**src/rtl/onehot_pkg.sv**
```systemverilog
// Shared types and helpers for the one-hot decoder sequencer.
package onehot_pkg;

   localparam int IDX_W = 3;
   localparam int OUT_W = 1 << IDX_W;

   typedef enum logic {
      IDLE,
      DRIVE
   } state_t;

   function automatic logic [OUT_W-1:0] decode(input logic [IDX_W-1:0] idx);
      logic [OUT_W-1:0] oh;
      oh = '0;
      oh[idx] = 1'b1;
      return oh;
   endfunction

endpackage

```
**src/rtl/onehot_idx_fifo.sv**
```systemverilog
// Small synchronous index FIFO; push ignored when full, pop ignored when empty.
module onehot_idx_fifo #(
   parameter int W     = 3,
   parameter int DEPTH = 4,
   localparam int AW   = $clog2(DEPTH),
   localparam int LW   = AW + 1
) (
   input  logic          clk,
   input  logic          rst,
   input  logic          push,
   input  logic          pop,
   input  logic [W-1:0]  wdata,
   output logic [W-1:0]  rdata,
   output logic          full,
   output logic          empty,
   output logic [LW-1:0] level
);

   logic [W-1:0]  mem [DEPTH];
   logic [AW-1:0] wr_ptr;
   logic [AW-1:0] rd_ptr;
   logic          do_push;
   logic          do_pop;

   assign full    = (level == LW'(DEPTH));
   assign empty   = (level == '0);
   assign do_push = push && !full;
   assign do_pop  = pop && !empty;
   assign rdata   = mem[rd_ptr];

   always_ff @(posedge clk) begin
      if (do_push) mem[wr_ptr] <= wdata;
   end

   // Pointers wrap naturally because DEPTH is a power of two.
   always_ff @(posedge clk or posedge rst) begin
      if (rst) begin
         wr_ptr <= '0;
         rd_ptr <= '0;
         level  <= '0;
      end else begin
         if (do_push) wr_ptr <= wr_ptr + 1'b1;
         if (do_pop)  rd_ptr <= rd_ptr + 1'b1;
         unique case ({do_push, do_pop})
            2'b10:   level <= level + 1'b1;
            2'b01:   level <= level - 1'b1;
            default: level <= level;
         endcase
      end
   end

endmodule

```
**src/rtl/onehot_decoder_seq.sv**
```systemverilog
// Queued binary-to-one-hot driver with per-entry dwell time.
// Define ONEHOT_GAP_EN for one idle cycle between consecutive patterns.
module onehot_decoder_seq
   import onehot_pkg::*;
#(
   parameter int FIFO_DEPTH = 4,
   parameter int DWELL_W    = 8
) (
   input  logic                        clk,
   input  logic                        rst,
   input  logic                        in_valid,
   output logic                        in_ready,
   input  logic [IDX_W-1:0]            in_idx,
   input  logic [DWELL_W-1:0]          dwell,
   output logic [OUT_W-1:0]            onehot_out,
   output logic                        out_active,
   output logic                        busy,
   output logic [$clog2(FIFO_DEPTH):0] fifo_level
);

`ifdef ONEHOT_GAP_EN
   localparam bit GAP_EN = 1'b1;
`else
   localparam bit GAP_EN = 1'b0;
`endif

   state_t             state;
   state_t             state_nxt;
   logic [DWELL_W-1:0] cnt;
   logic [DWELL_W-1:0] cnt_nxt;
   logic [DWELL_W-1:0] load_cnt;
   logic [OUT_W-1:0]   out_nxt;
   logic [IDX_W-1:0]   head;
   logic               full;
   logic               empty;
   logic               pop;

   assign in_ready   = !full;
   assign out_active = |onehot_out;
   assign busy       = (state != IDLE) || !empty;
   assign load_cnt   = (dwell == '0) ? DWELL_W'(1) : dwell;

   onehot_idx_fifo #(
      .W     (IDX_W),
      .DEPTH (FIFO_DEPTH)
   ) u_fifo (
      .clk   (clk),
      .rst   (rst),
      .push  (in_valid),
      .pop   (pop),
      .wdata (in_idx),
      .rdata (head),
      .full  (full),
      .empty (empty),
      .level (fifo_level)
   );

   always_ff @(posedge clk or posedge rst) begin
      if (rst) begin
         state      <= IDLE;
         cnt        <= '0;
         onehot_out <= '0;
      end else begin
         state      <= state_nxt;
         cnt        <= cnt_nxt;
         onehot_out <= out_nxt;
      end
   end

   always_comb begin
      state_nxt = state;
      cnt_nxt   = cnt;
      out_nxt   = onehot_out;
      pop       = 1'b0;
      unique case (state)
         IDLE: begin
            if (!empty) begin
               pop       = 1'b1;
               out_nxt   = decode(head);
               cnt_nxt   = load_cnt;
               state_nxt = DRIVE;
            end
         end
         DRIVE: begin
            if (cnt > DWELL_W'(1)) begin
               cnt_nxt = cnt - 1'b1;
            end else if (!empty && !GAP_EN) begin
               // Reload on the expiring edge so patterns abut.
               pop     = 1'b1;
               out_nxt = decode(head);
               cnt_nxt = load_cnt;
            end else begin
               out_nxt   = '0;
               cnt_nxt   = '0;
               state_nxt = IDLE;
            end
         end
         default: state_nxt = IDLE;
      endcase
   end

endmodule

```
**config.mk**
```make
export PLATFORM = sky130hd
export DESIGN_NAME = onehot_decoder_seq
export DESIGN_NICKNAME = d
export VERILOG_FILES = /design/src/rtl/onehot_pkg.sv /design/src/rtl/onehot_idx_fifo.sv /design/src/rtl/onehot_decoder_seq.sv
export SDC_FILE = /design/constraint.sdc
export NUM_CORES = 1
export LEC_CHECK = 0
export CAP_MARGIN = 10
export CORE_ASPECT_RATIO = 0.5
export CORE_MARGIN = 2
export CORE_UTILIZATION = 40
export DETAILED_ROUTE_END_ITERATION = 16
export GPL_ROUTABILITY_DRIVEN = 0
export PLACE_DENSITY = 0.74
export SYNTH_ARGS = -nofsm -noshare
export SYNTH_HDL_FRONTEND = slang
export SYNTH_SLANG_ARGS = --single-unit
export TNS_END_PERCENT = 50
```
**constraint.sdc**
```tcl
create_clock -name clk -period 2.8 [get_ports clk]
set_clock_uncertainty 0.1 [all_clocks]
set_input_delay 0.56 -clock clk [delete_from_list [all_inputs] [get_ports clk]]
set_output_delay 0.56 -clock clk [all_outputs]
set_load 0.01 [all_outputs]
```
Yosys cells after proc, flatten, opt, wreduce, memory -nomap -nowiden
Memories as Yosys holds them, arrays and structs flattened.
Index checks and enable logic that the tools add are counted.
{"block": "word_totals", "wordCells": 51, "latch_bits": 0, "ff_bits": 24, "ramBits": 12, "in_bits": 14, "n_memories": 1, "rom_bits": 0}
{"block": "op_classes", "shifts": 0, "n_reduce_logical": 11, "addsub": 5, "bitwise": 1, "n_mux": 19, "mul": 0, "n_eq_ne": 5, "n_div": 0, "order_cmp": 3}
{"name": "u_fifo.mem", "depth": 4, "width": 3, "read_ports": 1, "rd_clocked_by_memory_dff": 0, "wr": 1, "line_no": "onehot_idx_fifo.sv:19", "rtl": "logic [W-1:0] mem [DEPTH];"}
{"operator": "8-bit two-way mux", "n": 7}
{"operator": "8-bit case mux with 2 select lines", "n": 2}
{"operator": "8-bit by 1-bit > comparator with 1-bit output, second input constant", "n": 1}
{"operator": "8-bit logical NOT", "n": 1}
{"operator": "8-bit OR reduction", "n": 1}
{"operator": "8-bit by 1-bit subtractor with 8-bit output, second input constant", "n": 1}
{"operator": "1-bit two-way mux", "n": 6}
{"operator": "3-bit case mux with 2 select lines", "n": 1}
{"operator": "2-bit by 1-bit adder with 2-bit output, second input constant", "n": 2}
{"operator": "3-bit by 4-bit less-than comparator with 1-bit output, second input constant", "n": 1}
{"operator": "2-bit inequality test, second input constant", "n": 2}
{"operator": "1-bit case mux with 2 select lines", "n": 2}
{"operator": "3-bit by 1-bit adder with 3-bit output, second input constant", "n": 1}
{"operator": "1-bit demux with 3-bit select", "n": 1}
{"operator": "3-bit equality test, second input constant", "n": 1}
{"operator": "3-bit by 1-bit >= comparator with 1-bit output, second input constant", "n": 1}
{"operator": "1-bit logical AND", "n": 3}
{"operator": "3-bit logical NOT", "n": 1}
{"operator": "3-bit by 1-bit subtractor with 3-bit output, second input constant", "n": 1}
{"operator": "2-bit by 1-bit equality test with 1-bit output, second input constant", "n": 1}
{"operator": "2-bit equality test, second input constant", "n": 1}
{"operator": "1-bit logical NOT", "n": 2}
{"operator": "2-bit AND reduction", "n": 1}
{"operator": "2-bit nonzero test", "n": 1}
{"operator": "2 further kinds", "n": 2}

Logic depth before layout (Yosys ltp)
Gate-level depths: netlist of run 1.
An unclocked memory read counts as a cell.
{"block": "logic_depth", "ltp_word": 8, "depth_mapped": 11}

Modules after synthesis
From an unflattened synthesis of run 1, not the netlist that was laid out.
{"block": "unflattened", "hier_cells": 158, "area_unflattened_um2": 1838.0}
{"mod": "onehot_decoder_seq", "seq_area_each_um2": 425.4, "instances": 1, "area_per_inst_um2": 959.7, "cells_per_inst": 104}
{"mod": "onehot_idx_fifo", "seq_area_each_um2": 535.5, "instances": 1, "area_per_inst_um2": 878.3, "cells_per_inst": 54}

Worst setup path after synthesis of run 1
No wires, ideal clock.
{"block": "synth_path", "path_kind": "register to register", "startpoint": "register cnt[7]", "endpoint": "register u_fifo.level[1]", "path_slack_ns": 0.161, "synth_period_minus_slack_ns": 2.639, "stages_incl_launch_ff": 8, "arrival_ns": 2.414, "setup_ns": 0.125, "path_buffers": 0, "required_ns": 2.575, "path_cell_list": "dfrtp_1 -> or4_4 -> o41ai_4 -> nand2_2 -> inv_2 -> ha_1 -> fa_1 -> mux2_2"}
{"block": "synth_between", "elab_chain_len": 6, "word_cells_on_any_way": 8}
{"element": "start: declaration", "line_no": "onehot_decoder_seq.sv:29", "rtl": "logic [DWELL_W-1:0] cnt;"}
{"element": "start signal: assignment", "line_no": "onehot_decoder_seq.sv:65", "rtl": "cnt <= cnt_nxt;"}
{"element": "8-bit by 1-bit > comparator with 1-bit output (*)", "line_no": "onehot_decoder_seq.sv:85", "rtl": "if (cnt > DWELL_W'(1)) begin"}
{"element": "1-bit two-way mux (*)", "line_no": "onehot_decoder_seq.sv:85"}
{"element": "1-bit case mux with 2 select lines (*)", "line_no": "onehot_decoder_seq.sv:75", "rtl": "unique case (state)"}
{"element": "1-bit logical AND (*)", "line_no": "onehot_idx_fifo.sv:28", "rtl": "assign do_pop = pop && !empty;"}
{"element": "via u_fifo.do_pop", "line_no": "onehot_idx_fifo.sv:23", "rtl": "logic do_pop;"}
{"element": "2-bit by 1-bit equality test with 1-bit output or 2-bit equality test (tied branches)", "line_no": "onehot_idx_fifo.sv:44", "rtl": "unique case ({do_push, do_pop})"}
{"element": "3-bit case mux with 2 select lines or 2-bit nonzero test (tied branches)"}
{"element": "end signal: assignment", "line_no": "onehot_idx_fifo.sv:45", "rtl": "2'b10: level <= level + 1'b1;"}
{"element": "end signal: assignment", "line_no": "onehot_idx_fifo.sv:46", "rtl": "2'b01: level <= level - 1'b1;"}
{"element": "end signal: assignment", "line_no": "onehot_idx_fifo.sv:47", "rtl": "default: level <= level;"}
{"element": "end: declaration", "line_no": "onehot_idx_fifo.sv:16", "rtl": "output logic [LW-1:0] level"}
Mark *: on every way through the listed nets, which the timed path passes. The rest lies on a longest branch.
A chain may end at the register's enable or synchronous reset.

Worst setup path in the final report of run 1
Same ends and word-level chain as after synthesis.

==> results of run 1 <==
-- Yosys cell counts --
master and count:
a21boi_0 1, a21oi_1 1, a221o_1 5, a22o_1 1, a32o_1 2, and2_1 1
and3_1 4, and3_2 1, buf_6 1, clkbuf_1 2, clkbuf_2 1, dfrtp_1 24
edfxtp_1 12, fa_1 1, ha_1 7, inv_1 7, inv_2 1, mux2_2 2
mux4_2 3, nand2_1 6, nand2_2 1, nand2b_1 3, nand3_1 6, nor2_1 9
nor3_1 6, nor3b_1 3, nor4_1 3, nor4b_1 1, o211ai_1 1, o21ai_0 7
o221ai_1 1, o2bb2ai_1 3, o311ai_0 1, o31ai_1 2, o41a_2 1, o41ai_4 1
or3_1 1, or4_1 1, or4_4 1, xnor2_1 5, xor2_1 1
-- sequential cells by signal, summed over array words and instances (netlist names) --
signal and flops:
u_fifo.level 3, u_fifo.rd_ptr 2, cnt 8, u_fifo.wr_ptr 2, onehot_out 8, state 1
u_fifo.mem 12
-- layer usage --
metal / up-vias / part of all wire [%]
met2: 26 / 45
li1: 599 / -
met5: - / 0
met4: 0 / 1.0
met1: 600 / 50
met3: 4 / 4.5
-- worst reg2reg max path, stage by stage, from the launching register on --
cell     delay, ns
dfrtp_1       0.41
or4_4         0.56
o41ai_4       0.25
nand2_2       0.15
inv_2         0.16
ha_1          0.22
fa_1          0.42
mux2_2        0.26
-- worst paths after layout --
| path | slack [ns] | cells past startpoint | start | endpoint |
|---|---|---|---|---|
| worst max-delay path | 0.16 | 7 | cnt[7] | u_fifo.level[1] |
| worst max register to register | 0.16 | 7 | cnt[7] | u_fifo.level[1] |
| min in group asynchronous | 0.52 | 3 | rst | u_fifo.wr_ptr[0] |
| worst min-delay path | 0.42 | 1 | onehot_out[6] | onehot_out[6] |
| worst min register to register | 0.42 | 1 | onehot_out[6] | onehot_out[6] |
| max in group asynchronous | 1.83 | 3 | rst | onehot_out[6] |
-- layout make-up --
cell class,count,share of cell area (%)
inverters,8,1.364
well taps,54,3.068
multi-input cells,93,33.75
flip-flops and latches,36,43.64
clock buffers,6,3.295
repair buffers,30,13.30
clock inverters,2,1.591
-- power by group --
group / switching, mW / leakage [nW] / internal [mW]
Combinational: 0.406 / 0.421 / 0.469
Clock: 0.187 / 0.0552 / 0.264
Sequential: 0.195 / 0.406 / 0.728
-- stage by stage --
| stage | utilization (%) | worst slack (ns) | power [mW] | cell area, µm² |
|---|---|---|---|---|
| finish | 54.46 | 0.1570 | 2.249 | 2202 |
| global route | 54.46 | 0.009346 | 2.418 | 2202 |
| CTS | 54.33 | 0.07619 | 2.258 | 2197 |
| detailed placement | 51.67 | 0.1578 | 1.800 | 2090 |
| global placement | 51.67 | 0.2156 | 1.770 | 2090 |
| floorplan | - | 0.1609 | 1.496 | 1753 |
-- kinds of logic (layout without fill, tap and decap cells) --
kind of cell,Yosys count,count (layout),synth area share [%]
compound gates,27,27,13.28
xor+xnor,6,6,2.998
fa+ha+maj,8,8,6.138
buf+inv,12,46,3.069
flops,36,36,54.82
mux,5,5,5.139
simple gates,47,47,14.56
==> results.ini, run 1 <==
[grt]
grt_usage_pct=15.78
grt.busiest_layer=met2
grt_pass1_wl_um=5982
grt_overflow=0
antenna_found_initial=0
grt_pass1_vias=1195
grt_max_degree=25
grt_util_met2_pct=23.79
use_met3_pct=4.925
use_met1_pct=21.83

[power]
power.density_mw_per_mm2=1021
ir_drop_mv=0.3630
power.leakage_nw=0.8830

[timing]
slew_headroom_pct=71.67
finalSetupTns_ns=0
clock.fmax_mhz=378.4
period_share_pct=94.39
min_period_ns=2.643
holdWs_ns=0.4221
final_hold_viol_count=0
rsz0062_at_grt=false
setup-violations-final=0
drv_slew=0
worst_slew_pin_slew_ns=0.4241

[layout]
layout_commonest_cell=clkdlybuf4s50_1
syn2layout_area_growth_pct=25.62
finalNonFillerCells=229
antennaDiodeCount=0
drive_gt1_share_pct=12.57
layout_common_cells=clkdlybuf4s50_1 (27), dfrtp_1 (24), edfxtp_1 (12), nor2_1 (9)
multi_input_area_um2=743.2
fin_nets=196
fillers=352
area.sequential_um2=960.9

[clock_network]
numCtsBuffers=5
post_cts_buffers=0
clockRootBuffer=clkbuf_8
cts.sinks=36
postCtsResizedCells=0
clkTransAtPathRegs_ns=0.07
insertion_delay_ns=0.29
cts_tree=built
holdBufCountCts=0
h-tree-depth=2
clockBufferDepth=2

[worst_setup_path]
crit_family=simple AND/OR/NAND/NOR gates
worstPathRequired_ns=2.88
worstPathCellList=or4_4 -> o41ai_4 -> nand2_2 -> inv_2 -> ha_1 -> fa_1 -> mux2_2
cp_slowest_stage_delay_ns=0.56
cp.arrival_ns=2.72
crit_buf_inv=1
cp-start-kind=register
crit_path_end_kind=register
path_class=register to register
worst_path_max_delay_cell=or4_4
path_max_fanout=6

[placed_design]
hpwlAfterDp_um=2493
dp_cells=221
numPortBuffers=27

[routing]
first_pass_iters=4
drtIter0Drc=69
vias_per_cell=5.367
drc=0
drt-wirelength-per-cell_um=14.89
wl_um=3410
ant_nets=0
route.vias.total=1229

[synthesis]
synth_top_area_cell=dfrtp_1
synth_top_area_share_pct=34.26
mappedNetlistNets=163
yosysSeqAreaShare_pct=54.82
yosysUniqueCellTypes=41
synth_warnings=0
postSynthAreaPerCell_um2=12.43
synthCells=141
ys_ff_latch=36
netlist_area_mm2=0.001753
synth_area_leaders=dfrtp_1 (34%), edfxtp_1 (21%), ha_1 (5.0%), mux4_2 (3.9%), a221o_1 (2.9%)

[run]
maxCapViolCount=0

[floorplan]
die_y_um=50.81
core.rowCount=16
die_w_um=97.62
coreArea_mm2=0.004044
die-area_mm2=0.004960
start_util_pct=43.35
ios=28

[outcome]
outcome=finished clean

[hold_path]
hold_class=register to register

Note: power is estimated with default switching activity, not from simulation.
==> inputs of run 2 (changes only) <==
--- a/config.mk
+++ b/config.mk
@@ -9,6 +9,7 @@
 export CORE_ASPECT_RATIO = 0.5
 export CORE_MARGIN = 2
 export CORE_UTILIZATION = 40
+export CTS_CLUSTER_SIZE = 10
 export DETAILED_ROUTE_END_ITERATION = 16
 export GPL_ROUTABILITY_DRIVEN = 0
 export PLACE_DENSITY = 0.74
==> results of run 2 <==
Final layout, timing and power as in run 1 (identical DEF).
==> inputs of run 3 (changes only) <==
--- a/config.mk
+++ b/config.mk
@@ -11,7 +11,6 @@
 export CORE_UTILIZATION = 40
 export CTS_CLUSTER_SIZE = 10
 export DETAILED_ROUTE_END_ITERATION = 16
-export GPL_ROUTABILITY_DRIVEN = 0
 export PLACE_DENSITY = 0.74
 export SYNTH_ARGS = -nofsm -noshare
 export SYNTH_HDL_FRONTEND = slang
==> results of run 3 <==
Final layout, timing and power as in run 1 (identical DEF).
